$ cat src/rtl/riscv_mem_arbiter_if.sv
// Requester-side and memory-side bus of the instruction/data memory arbiter.
// The arbiter uses the slave modport; requesters and the memory model use master.
interface riscv_mem_arbiter_if #(
    parameter int unsigned ADDR_W = 32,
    parameter int unsigned DATA_W = 32
);
    logic              if_req;
    logic [ADDR_W-1:0] if_addr;
    logic [DATA_W-1:0] if_rdata;
    logic              if_ack;

    logic              d_req;
    logic [ADDR_W-1:0] d_addr;
    logic [DATA_W-1:0] d_wdata;
    logic [3:0]        d_wmask;
    logic [DATA_W-1:0] d_rdata;
    logic              d_ack;

    logic [ADDR_W-3:0] mem_addr;
    logic [DATA_W-1:0] mem_wdata;
    logic [3:0]        mem_wmask;
    logic              mem_rstrb;
    logic [DATA_W-1:0] mem_rdata;

    logic              arb_busy;

    modport slave (
        input  if_req, if_addr, d_req, d_addr, d_wdata, d_wmask, mem_rdata,
        output if_rdata, if_ack, d_rdata, d_ack,
        output mem_addr, mem_wdata, mem_wmask, mem_rstrb, arb_busy
    );

    modport master (
        output if_req, if_addr, d_req, d_addr, d_wdata, d_wmask, mem_rdata,
        input  if_rdata, if_ack, d_rdata, d_ack,
        input  mem_addr, mem_wdata, mem_wmask, mem_rstrb, arb_busy
    );
endinterface

$ cat src/rtl/riscv_mem_arbiter.sv
// Fetch/data arbiter for a single-ported sync-read memory: IDLE -> ACCESS -> RESP per request.
// Define ARB_ROUND_ROBIN_EN for round-robin tie-breaking; default is data-over-fetch priority.
module riscv_mem_arbiter #(
    parameter int unsigned ADDR_W = 32,
    parameter int unsigned DATA_W = 32
) (
    input  logic                 clk,
    input  logic                 resetn,
    riscv_mem_arbiter_if.slave   bus
);
    typedef enum logic [1:0] {StIdle, StAccess, StResp} state_e;

    state_e            r_state;
    state_e            w_state_next;
    logic              r_grant;
    logic [ADDR_W-3:0] r_mem_addr;
    logic [DATA_W-1:0] r_mem_wdata;
    logic [3:0]        r_mem_wmask;
    logic              r_mem_rstrb;
    logic              w_win_data;
    logic              w_grant_en;
    logic              w_unused_addr_bits;

    assign w_unused_addr_bits = ^{bus.if_addr[1:0], bus.d_addr[1:0]};

`ifdef ARB_ROUND_ROBIN_EN
    logic r_last_grant;

    // On a tie, the port that did not win last time takes the grant.
    assign w_win_data = bus.d_req && (!bus.if_req || !r_last_grant);

    always_ff @(posedge clk) begin
        if (!resetn) begin
            r_last_grant <= 1'b0;
        end else if (w_grant_en) begin
            r_last_grant <= w_win_data;
        end
    end
`else
    assign w_win_data = bus.d_req;
`endif

    assign w_grant_en = (r_state == StIdle) && (bus.if_req || bus.d_req);

    always_ff @(posedge clk) begin
        if (!resetn) begin
            r_state <= StIdle;
        end else begin
            r_state <= w_state_next;
        end
    end

    always_comb begin
        w_state_next = r_state;
        unique case (r_state)
            StIdle:   if (w_grant_en) w_state_next = StAccess;
            StAccess: w_state_next = StResp;
            StResp:   w_state_next = StIdle;
            default:  w_state_next = StIdle;
        endcase
    end

    always_ff @(posedge clk) begin
        if (!resetn) begin
            r_grant     <= 1'b0;
            r_mem_addr  <= '0;
            r_mem_wdata <= '0;
            r_mem_wmask <= 4'b0;
            r_mem_rstrb <= 1'b0;
        end else if (w_grant_en) begin
            r_grant <= w_win_data;
            if (w_win_data) begin
                r_mem_addr  <= bus.d_addr[ADDR_W-1:2];
                r_mem_wdata <= bus.d_wdata;
                r_mem_wmask <= bus.d_wmask;
                r_mem_rstrb <= (bus.d_wmask == 4'b0);
            end else begin
                r_mem_addr  <= bus.if_addr[ADDR_W-1:2];
                r_mem_wdata <= '0;
                r_mem_wmask <= 4'b0;
                r_mem_rstrb <= 1'b1;
            end
        end else if (r_state == StAccess) begin
            // Strobes last exactly one cycle; address and data stay until the next grant.
            r_mem_wmask <= 4'b0;
            r_mem_rstrb <= 1'b0;
        end
    end

    always_comb begin
        bus.if_ack    = (r_state == StResp) && !r_grant;
        bus.d_ack     = (r_state == StResp) && r_grant;
        bus.if_rdata  = bus.if_ack ? bus.mem_rdata : '0;
        bus.d_rdata   = bus.d_ack ? bus.mem_rdata : '0;
        bus.arb_busy  = (r_state != StIdle);
        bus.mem_addr  = r_mem_addr;
        bus.mem_wdata = r_mem_wdata;
        bus.mem_wmask = r_mem_wmask;
        bus.mem_rstrb = r_mem_rstrb;
    end
endmodule

$ cat src/flat_wrapper.sv
// flat-port wrapper written by rule: the top's interface ports become plain ports
module riscv_mem_arbiter_flat 
#(
    parameter int unsigned ADDR_W = 32,
    parameter int unsigned DATA_W = 32
)
  (clk, resetn, bus_if_req, bus_if_addr, bus_d_req, bus_d_addr, bus_d_wdata, bus_d_wmask, bus_mem_rdata, bus_if_rdata, bus_if_ack, bus_d_rdata, bus_d_ack, bus_mem_addr, bus_mem_wdata, bus_mem_wmask, bus_mem_rstrb, bus_arb_busy);
  riscv_mem_arbiter_if #(.ADDR_W(ADDR_W), .DATA_W(DATA_W)) bus_i ();
  input  logic clk;
  input  logic resetn;
  input wire logic [$bits(bus_i.if_req)-1:0] bus_if_req;
  input wire logic [$bits(bus_i.if_addr)-1:0] bus_if_addr;
  input wire logic [$bits(bus_i.d_req)-1:0] bus_d_req;
  input wire logic [$bits(bus_i.d_addr)-1:0] bus_d_addr;
  input wire logic [$bits(bus_i.d_wdata)-1:0] bus_d_wdata;
  input wire logic [$bits(bus_i.d_wmask)-1:0] bus_d_wmask;
  input wire logic [$bits(bus_i.mem_rdata)-1:0] bus_mem_rdata;
  output wire logic [$bits(bus_i.if_rdata)-1:0] bus_if_rdata;
  output wire logic [$bits(bus_i.if_ack)-1:0] bus_if_ack;
  output wire logic [$bits(bus_i.d_rdata)-1:0] bus_d_rdata;
  output wire logic [$bits(bus_i.d_ack)-1:0] bus_d_ack;
  output wire logic [$bits(bus_i.mem_addr)-1:0] bus_mem_addr;
  output wire logic [$bits(bus_i.mem_wdata)-1:0] bus_mem_wdata;
  output wire logic [$bits(bus_i.mem_wmask)-1:0] bus_mem_wmask;
  output wire logic [$bits(bus_i.mem_rstrb)-1:0] bus_mem_rstrb;
  output wire logic [$bits(bus_i.arb_busy)-1:0] bus_arb_busy;
  assign bus_i.if_req = bus_if_req;
  assign bus_i.if_addr = bus_if_addr;
  assign bus_i.d_req = bus_d_req;
  assign bus_i.d_addr = bus_d_addr;
  assign bus_i.d_wdata = bus_d_wdata;
  assign bus_i.d_wmask = bus_d_wmask;
  assign bus_i.mem_rdata = bus_mem_rdata;
  assign bus_if_rdata = bus_i.if_rdata;
  assign bus_if_ack = bus_i.if_ack;
  assign bus_d_rdata = bus_i.d_rdata;
  assign bus_d_ack = bus_i.d_ack;
  assign bus_mem_addr = bus_i.mem_addr;
  assign bus_mem_wdata = bus_i.mem_wdata;
  assign bus_mem_wmask = bus_i.mem_wmask;
  assign bus_mem_rstrb = bus_i.mem_rstrb;
  assign bus_arb_busy = bus_i.arb_busy;
  riscv_mem_arbiter #(.ADDR_W(ADDR_W), .DATA_W(DATA_W)) u_core (.clk(clk), .resetn(resetn), .bus(bus_i));
endmodule
$ cat config.mk
export PLATFORM = sky130hd
export DESIGN_NAME = riscv_mem_arbiter_flat
export DESIGN_NICKNAME = d
export VERILOG_FILES = /design/src/rtl/riscv_mem_arbiter_if.sv /design/src/rtl/riscv_mem_arbiter.sv /design/src/flat_wrapper.sv
export SDC_FILE = /design/constraint.sdc
export NUM_CORES = 1
export LEC_CHECK = 0
export CELL_PAD_IN_SITES_DETAIL_PLACEMENT = 0
export CELL_PAD_IN_SITES_GLOBAL_PLACEMENT = 2
export CORE_AREA = 2 2 134 163
export DETAILED_ROUTE_END_ITERATION = 7
export DIE_AREA = 0 0 136 165
export MAX_ROUTING_LAYER = met4
export PLACE_DENSITY = 0.79
export SYNTH_ARGS = -nofsm -noshare
export SYNTH_HDL_FRONTEND = slang
export SYNTH_SLANG_ARGS = --single-unit
$ cat constraint.sdc
create_clock -name clk -period 1.5 [get_ports clk]
set_input_delay 0.3 -clock clk [delete_from_list [all_inputs] [get_ports clk]]
set_output_delay 0.3 -clock clk [all_outputs]
set_load 0.02 [all_outputs]
==> results.rst, run 1 <==
.. list-table::
   :header-rows: 1

   * - Metric
     - Value
   * - Final standard cell area without fillers
     - 0.00675 mm^2
   * - Synthesized-area fraction occupied by adder cells
     - 0%
   * - Worst clock skew on the final layout
     - 4.39 ps
   * - Commonest cells after routing, fill and taps aside
     - sky130_fd_sc_hd__clkdlybuf4s50_1, sky130_fd_sc_hd__dlygate4sd2_1, sky130_fd_sc_hd__dfxtp_1, sky130_fd_sc_hd__and2_1, sky130_fd_sc_hd__nand2_1
   * - Total placed cells including tap cells
     - 905
   * - Summed instance area of the synthesized netlist
     - 0.00349 mm^2
   * - Area of placed instances
     - 0.00647 mm^2
   * - Slew at the pin with the worst max-slew slack
     - 396 ps
   * - Required time of the critical path
     - 1200 ps
   * - Number of H-tree levels
     - 3
   * - Fmax
     - 0.575 GHz
   * - Core Box Area
     - 0.0208 mm^2
   * - Critical Path End Type
     - output pin
   * - Chip width
     - 136 um
   * - Run status
     - complete, but fails checks
   * - Total clock buffers created by CTS
     - 9
   * - Final period demand of the worst path
     - 1740 ps
   * - FP Rows
     - 58
   * - Syn Nets
     - 525
   * - Number of flops mapped to enable cells by yosys
     - 0
   * - Pin count of the biggest net entering global routing
     - 34
   * - Avg Inst Size Synth
     - 8.98 um^2
   * - Total number of yosys warnings
     - 0
   * - Buffers from clock root to sink, at most
     - 2
   * - Critical path buffer and inverter count
     - 2
   * - Count of unique library cells instantiated by Yosys
     - 24
   * - Startpoint kind of the worst setup timing path
     - flop
   * - Share of the yosys chip area belonging to registers
     - 40.1%
   * - Max-cap violation count
     - 0
   * - Count of nets left with antenna violations after detail routing
     - 0
   * - Antenna cell count
     - 0
   * - Average wire per standard cell
     - 15.1 um
   * - Die area
     - 0.0224 mm^2
   * - Clk Latency, worst-skew pair
     - 330 ps
   * - Family of cells with the greatest summed delay on the critical path
     - simple AND/OR/NAND/NOR gates
   * - Post-placement setup slack
     - -613 ps
   * - Most used flip-flop cell after synthesis
     - sky130_fd_sc_hd__dfxtp_1
   * - Global-route wire length before repair
     - 20700 um
   * - I/O Buffers
     - 265
   * - Fraction of power consumed by sequential logic
     - 35.1%
   * - Routed wire length
     - 14100 um
   * - CTS root buf
     - sky130_fd_sc_hd__clkbuf_16
   * - Clock tree from TritonCTS
     - yes
   * - Xor/xnor share of the synthesized area
     - 0%
   * - Relative max-transition margin
     - 73.5%
   * - WP data arrival
     - 1440 ps
   * - Fraction of power consumed by the clock network
     - 38.4%
   * - Worst Path Class, Setup
     - reg -> out
   * - CP max stage delay
     - 370 ps
   * - Initial antenna violation count
     - 0
   * - Sum of negative setup slack
     - -12750 ps
   * - Final Worst Setup Slack
     - -238 ps
   * - Global-route usage over all layers
     - 12.2%
   * - Total Nets Final
     - 790
   * - Vias in the first global route
     - 3860
   * - Worst IR drop on VDD
     - 0.463 mV
   * - Violated checks
     - negative setup slack
   * - FF+latch count, synth
     - 70
   * - DP HPWL
     - 10500 um
   * - Most common library cell in the layout ignoring fill and taps
     - sky130_fd_sc_hd__clkdlybuf4s50_1
   * - Area Overhead vs Synth
     - 93.2%
   * - Fill cell total of the finished layout
     - 2165
   * - Pwr Density
     - 888 mW/mm^2
   * - Worst hold-check path type
     - in -> reg
   * - Sw frac
     - 28.4%
   * - Clock sinks
     - 70
   * - Fraction of the mapped netlist area in simple logic gates
     - 22.6%
   * - Master of the slowest instance on the critical path
     - sky130_fd_sc_hd__dfxtp_2
   * - Die H
     - 165 um
   * - Leftover overflow at the end of global routing
     - 0
   * - Largest fanout of any net on the critical path
     - 33
   * - Proportion of register bits with asynchronous set or reset after synthesis
     - 0%
   * - Gate power share
     - 26.4%
   * - Total count of max-transition violations in the final report
     - 0
   * - Clock slew at the register clock pins of the worst setup and hold paths
     - 60 ps
   * - Cell breakdown of the critical path
     - and3b_2 > buf_12 > and2_1 > buf_4
   * - Final count of negative-setup-slack endpoints
     - 67
   * - Dominant combinational cell family by area after synthesis
     - simple AND/OR/NAND/NOR gates
   * - Total power consumption of the routed design
     - 5.99 mW
   * - First drt pass iteration count
     - 5
   * - Top-Level Pins
     - 270
   * - Post-CTS Hold Buffers
     - 0
   * - Initial detailed-routing violation count
     - 117
   * - DR DRC count
     - 0
   * - Leakage
     - 3.29 nW
   * - Cell count after synthesis
     - 389
   * - Setup repair after global routing missed its margin
     - yes
   * - Initial Utilization
     - 16.8%
   * - Compound-cell area share of the yosys netlist
     - 22.3%
   * - Number of hold violations in the final report
     - 0
   * - Proportion of layout cells with a drive suffix above 1
     - 20.8%
   * - Cell Int Power
     - 4.29 mW
   * - Mux cell area share after synthesis
     - 8.60%
   * - Final weighted congestion in routability-driven placement
     - 0.724
   * - Vias per std cell
     - 4.13
   * - Fraction of the cycle the final worst path needs
     - 116%
   * - Routed vias
     - 3834
   * - Switching power
     - 1.70 mW
   * - Number of standard cells in the layout, taps in and fillers out
     - 929
==> synthesized netlist by cell type (2+ instances only) <==
library cell               number  area [um^2]
sky130_fd_sc_hd__nor2_4         2         22.5
sky130_fd_sc_hd__mux2i_1       30          300
sky130_fd_sc_hd__nor2_1         3         11.3
sky130_fd_sc_hd__o21ai_1       33          165
sky130_fd_sc_hd__a21boi_1      37          278
sky130_fd_sc_hd__buf_1          3         11.3
sky130_fd_sc_hd__and2_1        64          400
sky130_fd_sc_hd__nand2_1       39          146
sky130_fd_sc_hd__buf_2         13         65.1
sky130_fd_sc_hd__buf_6          8         90.1
sky130_fd_sc_hd__nand3_1       30          150
sky130_fd_sc_hd__o211a_1       30          300
sky130_fd_sc_hd__clkbuf_1      14         52.6
sky130_fd_sc_hd__o21ai_0        4         20.0
sky130_fd_sc_hd__dfxtp_1       70         1400
==> sequential cells by signal (all words and copies together) (netlist names) <==
signal,flops
u_core.bus.mem_rstrb,1
u_core.bus.mem_wmask,4
u_core.r_grant,1
u_core.bus.mem_addr,30
u_core.r_state,2
u_core.bus.mem_wdata,32
==> final cells by class <==
type	count	area, um^2	area share (%)
repair buffers	291	2740	40.6
multi-input cells	281	1930	28.6
flip-flops and latches	70	1410	20.8
well taps	270	338	5.01
clock buffers	9	225	3.34
clock inverters	7	97.6	1.45
inverters	1	6.26	0.0927
==> cell families (layout without fill, tap and decap cells) <==
kind of cell,count (synthesis),in the layout
AND/OR/NAND/NOR,144,145
AO/OA/AOI/OAI,106,106
flip-flops,70,70
buffers and inverters,39,308
multiplexers,30,30
==> power by group through the flow <==
stage / Clock, mW / Sequential (mW) / Combinational, mW
2_1_floorplan: 0 / 2.32 / 0.547
5_1_grt: 2.48 / 2.13 / 1.71
4_1_cts: 2.40 / 2.11 / 1.57
6_report: 2.30 / 2.11 / 1.58
3_5_place_dp: 0 / 2.15 / 1.63
3_3_place_gp: 0 / 2.14 / 1.62
==> repair_timing <==
action	4_1_cts	5_1_grt
buffers inserted	4	3
setup endpoints to repair	164	97
pin swaps	2	4
gates resized for setup	416	20
cloned	1	1
==> per-layer routing <==
layer  vias to the layer above  routed length, um  global-route usage (%)
met5                         -                  0                       -
met4                         0                142                    3.08
met3                         8               1590                    4.08
met2                       195               6980                    22.0
met1                      1748               5340                    12.8
li1                       1883                  -                       -
==> path summary, 6_finish.rpt <==
path / cells past startpoint / end / from / slack [ps]
worst max-delay path: 4 / bus_d_rdata[12] / u_core.r_state[0] / -240
worst min-delay path: 2 / u_core.bus.mem_addr[1] / resetn / 350
worst max register to register: 6 / u_core.bus.mem_wdata[15] / u_core.r_state[1] / 110
worst min register to register: 2 / u_core.bus.mem_rstrb / u_core.bus.mem_rstrb / 470
==> per-stage QoR <==
stage	hold WS, ps	util [%]
2_1_floorplan	435	-
3_3_place_gp	462	31.2
3_5_place_dp	463	31.2
4_1_cts	337	32.1
5_1_grt	352	32.5
6_report	352	32.5
Power figures use the tool's default switching activity.
==> run 2: changes to the inputs <==
==> constraint.sdc (replaced) <==
create_clock -name clk -period 1.5 [get_ports clk]
set_input_delay 0.3 -clock clk [delete_from_list [all_inputs] [get_ports clk]]
set_output_delay 0.3 -clock clk [all_outputs]
set_load 0.1 [all_outputs]
==> run 2 against run 1 <==
Largest power group is now combinational logic. Sequential share of layout area shrank 4.3 points. The flow still finishes with violations (negative setup slack). Via count increased by 3.0%. Power increased by 25%. Clock skew is essentially flat. Sequential power is 4% higher. Clock power down 15%. Die area unchanged.
==> results.rst, run 2 (synthesis results as in run 1) <==
.. list-table::
   :header-rows: 1

   * - Metric
     - Value
   * - Total clock buffers created by CTS
     - 9 (unchanged)
   * - Core Box Area
     - 0.0208 mm^2 (unchanged)
   * - Violated checks
     - negative setup slack
   * - I/O Buffers
     - 265 (unchanged)
   * - DP HPWL
     - 11700 um (+12%)
   * - Required time of the critical path
     - 1200 ps (about the same)
   * - Fraction of the cycle the final worst path needs
     - 123% (+7.3 points)
   * - Fraction of power consumed by the clock network
     - 26.1% (-12 points)
   * - Average wire per standard cell
     - 16.6 um (+9.8%)
   * - Initial detailed-routing violation count
     - 134 (+15%)
   * - Leftover overflow at the end of global routing
     - 0 (unchanged)
   * - Fraction of power consumed by sequential logic
     - 29.3% (-5.8 points)
   * - Most common library cell in the layout ignoring fill and taps
     - sky130_fd_sc_hd__buf_12
   * - Leakage
     - 3.66 nW (+11%)
   * - Post-route core utilization
     - 41.1% (+8.6 points)
   * - Cell Int Power
     - 4.51 mW (+5.0%)
   * - Antenna cell count
     - 0 (unchanged)
   * - Final period demand of the worst path
     - 1850 ps (+110 ps)
   * - Count of nets left with antenna violations after detail routing
     - 0 (unchanged)
   * - Buffers from clock root to sink, at most
     - 2 (unchanged)
   * - Number of hold violations in the final report
     - 0 (unchanged)
   * - Routed wire length
     - 15600 um (+11%)
   * - Critical Path End Type
     - output pin
   * - Area Overhead vs Synth
     - 144%
   * - Final count of negative-setup-slack endpoints
     - 68 (+1.5%)
   * - Die area
     - 0.0224 mm^2 (unchanged)
   * - Largest fanout of any net on the critical path
     - 8 (-76%)
   * - Vias per std cell
     - 4.22 (+2.2%)
   * - Clk Latency, worst-skew pair
     - 340 ps (about the same)
   * - Fmax
     - 0.541 GHz (-5.9%)
   * - Number of flip-flops under the largest register name
     - 32 (unchanged)
   * - Proportion of layout cells with a drive suffix above 1
     - 39.5% (+19 points)
   * - Run status
     - complete, but fails checks
   * - Number of H-tree levels
     - 3 (unchanged)
   * - Vias in the first global route
     - 3977 (+3.0%)
   * - Startpoint kind of the worst setup timing path
     - flop
   * - Switching power
     - 2.97 mW (+74%)
   * - Global-route usage over all layers
     - 13.4% (+1.1 points)
   * - First drt pass iteration count
     - 4 (-1)
   * - Clock sinks
     - 70 (unchanged)
   * - Die H
     - 165 um (unchanged)
   * - Fill cell total of the finished layout
     - 1961 (-9.4%)
   * - Relative max-transition margin
     - 77.9% (+4.4 points)
   * - Routed vias
     - 3949 (+3.0%)
   * - Max-cap violation count
     - 0 (unchanged)
   * - Total Nets Final
     - 797 (+0.89%)
   * - Area of placed instances
     - 0.00803 mm^2 (+24%)
   * - Clock slew at the register clock pins of the worst setup and hold paths
     - 60 ps (about the same)
   * - Post-CTS Hold Buffers
     - 0 (unchanged)
   * - Global-route wire length before repair
     - 22200 um (+7.1%)
   * - Top-Level Pins
     - 270 (unchanged)
   * - Pin count of the biggest net entering global routing
     - 34 (unchanged)
   * - Worst hold-check path type
     - in -> reg
   * - Clock tree from TritonCTS
     - yes
   * - Setup repair after global routing missed its margin
     - yes
   * - Total count of max-transition violations in the final report
     - 0 (unchanged)
   * - DR DRC count
     - 0 (unchanged)
   * - Final Worst Setup Slack
     - -348 ps (-110 ps)
   * - Chip width
     - 136 um (unchanged)
   * - Worst Path Class, Setup
     - reg -> out
   * - Gate power share
     - 44.6% (+18 points)
   * - Slew at the pin with the worst max-slew slack
     - 331 ps (-65.2 ps)
   * - Initial Utilization
     - 16.8% (unchanged)
   * - Worst clock skew on the final layout
     - 3.96 ps (-0.430 ps)
   * - FP Rows
     - 58 (unchanged)
   * - Final weighted congestion in routability-driven placement
     - 0.769 (+6.2%)
   * - WP data arrival
     - 1550 ps (+110 ps)
   * - Commonest cells after routing, fill and taps aside
     - sky130_fd_sc_hd__buf_12, sky130_fd_sc_hd__clkdlybuf4s50_1, sky130_fd_sc_hd__dfxtp_1, sky130_fd_sc_hd__and2_4, sky130_fd_sc_hd__nand2_1
   * - CTS root buf
     - sky130_fd_sc_hd__clkbuf_16
   * - Sw frac
     - 39.7% (+11 points)
   * - Final standard cell area without fillers
     - 0.00853 mm^2 (+26%)
   * - Worst IR drop on VDD
     - 0.460 mV (-0.67%)
   * - Pwr Density
     - 876 mW/mm^2 (-1.4%)
   * - Initial antenna violation count
     - 0 (unchanged)
==> run 2: power groups by stage <==
| stage | registers [mW] | clock network, mW | logic (mW) |
|---|---|---|---|
| 3_3_place_gp | 2.22 | 0 | 3.25 |
| 5_1_grt | 2.21 | 2.13 | 3.46 |
| 3_5_place_dp | 2.23 | 0 | 3.28 |
| 6_report | 2.19 | 1.95 | 3.34 |
| 4_1_cts | 2.19 | 2.05 | 3.31 |
| 2_1_floorplan | 3.22 | 0 | 0.814 |
==> run 2: worst paths after layout <==
path	from	endpoint	slack, ps	cells past startpoint
hold reg to reg	u_core.r_grant	u_core.r_grant	500	2
setup reg to reg	u_core.r_state[0]	u_core.bus.mem_wdata[29]	-10	7
hold / removal	bus_d_req	u_core.r_grant	320	3
setup / recovery	u_core.r_state[0]	bus_if_rdata[11]	-350	5
==> run 2: cell type report <==
| cell class | count | area, um^2 | area share [%] |
|---|---|---|---|
| timing repair buffer | 299 | 4470 | 52.3 |
| multi-input combinational | 280 | 2050 | 24.0 |
| sequential | 70 | 1410 | 16.5 |
| tap | 270 | 338 | 3.96 |
| clock buffer | 9 | 225 | 2.64 |
| clock inverter | 7 | 41.3 | 0.484 |
| inverter | 1 | 3.75 | 0.0440 |
==> run 2: timing repair <==
| action | in CTS | in global routing |
|---|---|---|
| buffers inserted | 4 | 5 |
| gates cloned | 0 | 5 |
| pin swaps | 12 | 19 |
| gates resized for setup | 5 | 15 |
| endpoints found under the setup margin | 67 | 67 |
==> run 2: critical path, cell delays in order (launching register included) <==
cell and delay (ps):
sky130_fd_sc_hd__dfxtp_4 350, sky130_fd_sc_hd__nor3b_4 220, sky130_fd_sc_hd__buf_12 160, sky130_fd_sc_hd__clkbuf_16 150, sky130_fd_sc_hd__and2_4 150, sky130_fd_sc_hd__buf_12 170
==> run 2: routing by layer <==
layer  vias to the layer above  global-route usage (%)  wire length [um]
met1                      1825                    14.1              5640
met3                        19                    4.08              1570
met4                         0                    6.06               403
met5                         -                       -                 0
li1                       1890                       -                 -
met2                       215                    22.8              7940
==> run 2: stage by stage <==
stage / cells / setup WS, ps / TNS (ps) / hold WS [ps] / power, mW
2_1_floorplan: 389 / -235 / -7950 / 435 / 4.04
3_3_place_gp: 906 / -45.4 / -2180 / 496 / 5.47
3_5_place_dp: 906 / -90.0 / -3740 / 507 / 5.51
4_1_cts: 926 / -395 / -22090 / 292 / 7.55
5_1_grt: 936 / -395 / -27000 / 331 / 7.79
6_report: 936 / -348 / -21830 / 316 / 7.47
